<file path="config.mk">
export PLATFORM = sky130hd
export DESIGN_NAME = inst_fetch
export DESIGN_NICKNAME = d
export VERILOG_FILES = /design/src/rtl/inst_fetch.sv
export SDC_FILE = /design/constraint.sdc
export NUM_CORES = 1
export LEC_CHECK = 0
export CORE_ASPECT_RATIO = 0.8
export CORE_MARGIN = 3
export CORE_UTILIZATION = 50
export CTS_CLUSTER_SIZE = 30
export DETAILED_ROUTE_END_ITERATION = 7
export PLACE_DENSITY = 0.85
export SLEW_MARGIN = 20
export SYNTH_ARGS = -nofsm -noshare
export SYNTH_HDL_FRONTEND = slang
export SYNTH_SLANG_ARGS = --single-unit
</file>
<file path="constraint.sdc">
create_clock -name clk -period 23.5 [get_ports clk]
set_clock_uncertainty 0.05 [all_clocks]
set_input_delay 4.7 -clock clk [delete_from_list [all_inputs] [get_ports clk]]
set_output_delay 4.7 -clock clk [all_outputs]
set_load 0.05 [all_outputs]
</file>
<file path="src/rtl/inst_fetch.sv">
// inst_fetch: sequential fetch unit feeding a 2-entry {inst, pc} queue to decode,
// with redirect, sticky misaligned-redirect halt and asynchronous reset.
module inst_fetch #(
   parameter logic [63:0] RESET_PC = 64'h0
) (
   input  logic        clk,
   input  logic        rst,
   input  logic        done_load_inst,
   output logic [63:0] out_inst_addr,
   input  logic [31:0] in_inst,
   input  logic        redirect_en,
   input  logic [63:0] redirect_pc,
   output logic        inst_valid,
   input  logic        inst_ready,
   output logic [31:0] inst_out,
   output logic [63:0] inst_pc,
   output logic        misalign_err
);
   typedef enum logic [1:0] {IDLE, FETCH, HALT} state_t;
   state_t      state, state_nxt;
   logic [63:0] fetch_pc;
   logic [1:0]  cnt, wr;
   logic [95:0] e0, e1;
   logic        redir, mis, pop, push;
   always_ff @(posedge clk or posedge rst) begin
      if (rst) state <= IDLE;
      else     state <= state_nxt;
   end
   always_comb begin
      state_nxt = state;
      if (mis) state_nxt = HALT;
      else if (state == IDLE && done_load_inst) state_nxt = FETCH;
   end
   // HALT ignores redirects entirely; a misaligned target never reaches fetch_pc
   always_comb begin
      redir = redirect_en && state != HALT;
      mis   = redir && redirect_pc[1:0] != 2'b00;
      pop   = inst_valid && inst_ready;
      push  = state == FETCH && !redirect_en && (cnt != 2'd2 || pop);
      wr    = cnt - {1'b0, pop};
   end
   always_ff @(posedge clk or posedge rst) begin
      if (rst) begin
         fetch_pc     <= RESET_PC;
         cnt          <= '0;
         e0           <= '0;
         e1           <= '0;
         misalign_err <= 1'b0;
      end else begin
         cnt <= redir ? 2'd0 : cnt + {1'b0, push} - {1'b0, pop};
         if (redir && !mis) fetch_pc <= redirect_pc;
         else if (push)     fetch_pc <= fetch_pc + 64'd4;
         if (mis) misalign_err <= 1'b1;
         // shift on pop, then the new entry lands in the first free slot
         if (pop) e0 <= e1;
         if (push && wr == 2'd0) e0 <= {in_inst, fetch_pc};
         if (push && wr == 2'd1) e1 <= {in_inst, fetch_pc};
      end
   end
   assign out_inst_addr = fetch_pc;
   assign inst_valid    = cnt != 2'd0;
   assign inst_out      = inst_valid ? e0[95:64] : 32'h0;
   assign inst_pc       = inst_valid ? e0[63:0] : 64'h0;
endmodule

</file>
==> results.txt <==
The flow ran to the end, and the final reports show no timing, DRC or antenna violations. The netlist area before placement came out at 12300 µm². The tree is rooted in a sky130_fd_sc_hd__clkbuf_16. STA classifies the critical path endpoint as an output pin. The total number of nets in the final design is 1603.

The clock-pin slew on the worst setup and hold paths came out at 0.06 ns. The effective utilization at floorplan is 51.8%. The startpoint identified for the worst register-to-register timing path is cnt[1]. The number of H-tree branching levels came out at 1.

The ratio of routed vias to standard cells came out at 5.63. The largest total area in the synthesized netlist belongs to sky130_fd_sc_hd__dfrtp_1. Prior to clock tree synthesis, the placed netlist has a worst setup slack of 15.20 ns. Once the clock tree was built, the setup fixing pass inserted 0 buffers. The wire length after detailed routing came out at 34.2 mm. The worst hold path begins at e1[59]. The detailed router placed 10300 vias in this run.

The leakage power total came out at 7.04 nW. The number of port buffers is 262. The critical path start-end classification is flop to output pin. The count of endpoints failing hold in the final timing report is 0. The upper clock frequency limit came out at 125 MHz. The fraction of registers with async set/reset came out at 100%. The met3 track demand over resource came out at 5.78%. The buffer levels on the longest clock path is 3.

The CTS buffer count came out at 27. The number of global-route vias before repair is 10200. The met2 usage in global routing is 38.9%.

Setup repair after global routing left no endpoint under its margin. Of the available clock period, the critical path in the final layout requires 34.1%. The number of sinks driven by the clock tree is 261.

The die span in y is 147 µm. By area the synthesized netlist is led by sky130_fd_sc_hd__dfrtp_1, sky130_fd_sc_hd__mux2_2, sky130_fd_sc_hd__nand2_1. The areal power density over the cells is 59.5 nW/µm².

Synthesis inferred 261 register bits. The floorplan row count came out at 50. At the later pin of the worst-skew pair, clock insertion delay measures 0.53 ns. The finished cells cover 16000 µm². In the routed design, unresolved DRC markers number 0. The count of boundary I/O pins came out at 263.

The first-iteration detailed-routing DRC count is 876. The worst hold path belongs to the class flop to flop. The die is 182 µm wide.

The floorplan die area came out at 26600 µm². The number of hold buffers added after cts is 0. The yosys synthesis warning count came out at 0. The area inside the core boundary came out at 23800 µm². The placer's final routability congestion estimate came out at 0.850.

Setup total negative slack on the finished layout was measured at 0 ns. STA puts the critical path data required time at 18.75 ns. The worst setup path is launched from a flop. The number of iterations in the first detailed-routing pass is 5. The setup slack of the worst register-to-register path is 19.00 ns. The number of cell instances on the worst register-to-register path came out at 11.

The number of library cell types mapped by synthesis came out at 42. The global-route congestion overflow total came out at 0. The most congested layer reported by global routing is met2. The layout cell share with drive strength beyond 1 came out at 11.2%.

Global routing used 35.9% of the available met1 tracks. The actual transition at the worst max-transition pin is 1.13 ns. TritonCTS built the clock tree. The number of max-slew violations in the final report is 0. In this run the worst path has a maximum fanout of 64.

The share of the Yosys chip area taken by registers is 52.9%. After detailed placement, the total cell area comes to 15100 µm². The global-route wire length before repair is 54.9 mm. Synthesis handed over a netlist of 1285 instances. The remaining number of nets flagged by the antenna check after routing came out at 0. The net count of the mapped netlist came out at 1390. The most used flip-flop cell after synthesis is sky130_fd_sc_hd__dfrtp_1.

The share of Yosys cell area claimed by the top area cell type came out at 52.9%. Setup violations remaining at the end of the flow were counted as 0. After legalization and detailed placement, the total HPWL measured 22.2 mm.

The total global-route track usage came out at 25.1%. The clock period minus worst slack is 8.01 ns. The average instance in the mapped netlist occupies 9.61 µm². The initial antenna violation count was 2. The number of max-capacitance violations reported came out at 0. The largest net degree at the start of global routing is 115. The number of cells upsized or downsized after cts is 0. The number of flops mapped to enable cells by yosys came out at 0. From synthesis to final layout, the design area changed by 29.7%. The worst slew slack as a fraction of its limit is 24.5%. The largest voltage drop on the vdd net came out at 46.5 µV. The hold-critical path depth is 1.

The routed length per instance came out at 18.7 µm. The setup slack of the critical path after layout is 15.49 ns. The capture point of the worst reg-to-reg path is e0[46].

The worst hold path terminates at e1[59]. Data arrives at the worst endpoint at 3.26 ns.
-- per-layer routing --
| metal | vias up | routed length (µm) |
|---|---|---|
| met5 | - | 0 |
| met4 | 0 | 652 |
| met3 | 52 | 3040 |
| met2 | 425 | 15700 |
| met1 | 5078 | 14800 |
| li1 | 4759 | - |
-- area by class of cell --
| cell class | instances | area [µm²] |
|---|---|---|
| flip-flops and latches | 261 | 6530 |
| diodes | 2 | 5.00 |
| fillers | 1846 | 7820 |
| clock buffers | 37 | 753 |
| multi-input cells | 920 | 5440 |
| well taps | 312 | 390 |
| inverters | 14 | 61.3 |
| repair buffers | 274 | 2720 |
| clock inverters | 12 | 116 |
-- cells by family after synthesis --
group,Yosys count,synth area share [%]
AO/OA/AOI/OAI,163,7.70
XOR/XNOR,61,4.33
adder cells (fa/ha/maj),4,0.405
buffers and inverters,104,3.24
flip-flops,261,52.9
multiplexers,97,8.85
AND/OR/NAND/NOR,595,22.6
-- worst max-delay path: stages, from the launching register on --
cell and delay (ns):
sky130_fd_sc_hd__dfrtp_1 0.42, sky130_fd_sc_hd__or2_2 0.58, sky130_fd_sc_hd__buf_4 0.60, sky130_fd_sc_hd__and2_1 0.25, sky130_fd_sc_hd__clkdlybuf4s50_1 0.82
-- layout by cell type, fill, tap and decap left out, types with 6 or more instances in the layout --
cell | netlist | final
sky130_fd_sc_hd__dfrtp_1 | 261 | 261
sky130_fd_sc_hd__and2_1 | 102 | 102
sky130_fd_sc_hd__o21ai_0 | 47 | 47
sky130_fd_sc_hd__xor2_1 | 27 | 27
sky130_fd_sc_hd__buf_4 | 0 | 11
sky130_fd_sc_hd__clkdlybuf4s50_1 | 0 | 262
sky130_fd_sc_hd__inv_1 | 13 | 12
sky130_fd_sc_hd__nor2_1 | 131 | 131
sky130_fd_sc_hd__a31oi_1 | 97 | 97
sky130_fd_sc_hd__xnor2_1 | 34 | 34
sky130_fd_sc_hd__clkinv_2 | 0 | 9
sky130_fd_sc_hd__nand4_1 | 28 | 28
sky130_fd_sc_hd__and3_1 | 6 | 6
sky130_fd_sc_hd__nand2_1 | 259 | 257
sky130_fd_sc_hd__clkbuf_1 | 82 | 6
sky130_fd_sc_hd__nor3_1 | 12 | 11
sky130_fd_sc_hd__a21oi_1 | 14 | 14
sky130_fd_sc_hd__mux2_2 | 97 | 97
sky130_fd_sc_hd__clkbuf_16 | 0 | 27
sky130_fd_sc_hd__nand3_1 | 20 | 20
sky130_fd_sc_hd__nor4_1 | 12 | 12
-- synth_stat cells (3+ instances only) --
library cell,count
sky130_fd_sc_hd__dfrtp_1,261
sky130_fd_sc_hd__nand2_1,259
sky130_fd_sc_hd__nor2_1,131
sky130_fd_sc_hd__and2_1,102
sky130_fd_sc_hd__a31oi_1,97
sky130_fd_sc_hd__mux2_2,97
sky130_fd_sc_hd__clkbuf_1,82
sky130_fd_sc_hd__o21ai_0,47
sky130_fd_sc_hd__xnor2_1,34
sky130_fd_sc_hd__nand4_1,28
sky130_fd_sc_hd__xor2_1,27
sky130_fd_sc_hd__nand3_1,20
sky130_fd_sc_hd__a21oi_1,14
sky130_fd_sc_hd__inv_1,13
sky130_fd_sc_hd__nor3_1,12
sky130_fd_sc_hd__nor4_1,12
sky130_fd_sc_hd__buf_2,7
sky130_fd_sc_hd__and3_1,6
sky130_fd_sc_hd__ha_1,4
sky130_fd_sc_hd__or2_2,4
sky130_fd_sc_hd__and4_1,3
sky130_fd_sc_hd__or4_1,3
-- where the power goes --
part | internal (mW) | total [mW] | leakage, nW | switching (mW)
registers | 0.454 | 0.465 | 3.62 | 0.0111
logic | 0.0272 | 0.0635 | 2.99 | 0.0364
clock network | 0.246 | 0.424 | 0.433 | 0.178
-- sequential cells by signal, indices dropped and copies added (netlist names) --
name and count:
cnt 2, e0 96, e1 96, misalign_err 1, out_inst_addr 64, state 2
-- worst max-delay path by stage --
stage,start,to,slack (ns),cells after the start
2_1_floorplan,rst,cnt[0],11.57,1
3_3_place_gp,inst_ready,e0[43],15.42,8
3_5_place_dp,inst_ready,e0[46],15.20,9
4_1_cts,cnt[1],inst_pc[51],15.49,4
5_1_grt,cnt[1],inst_pc[51],15.32,4
6_report,cnt[1],inst_pc[2],15.49,4
-- through the flow --
stage               std cells  total power [mW]  utilization, %  hold WS, ns
floorplan                1285             0.501               -        0.431
global placement         1781             0.536            63.5        0.438
detailed placement       1781             0.537            63.5        0.445
CTS                      1830             0.961            67.1        0.459
global route             1832             0.984            67.2        0.466
finish                   1832             0.953            67.2        0.455
Note: power is estimated with default switching activity, not from simulation.
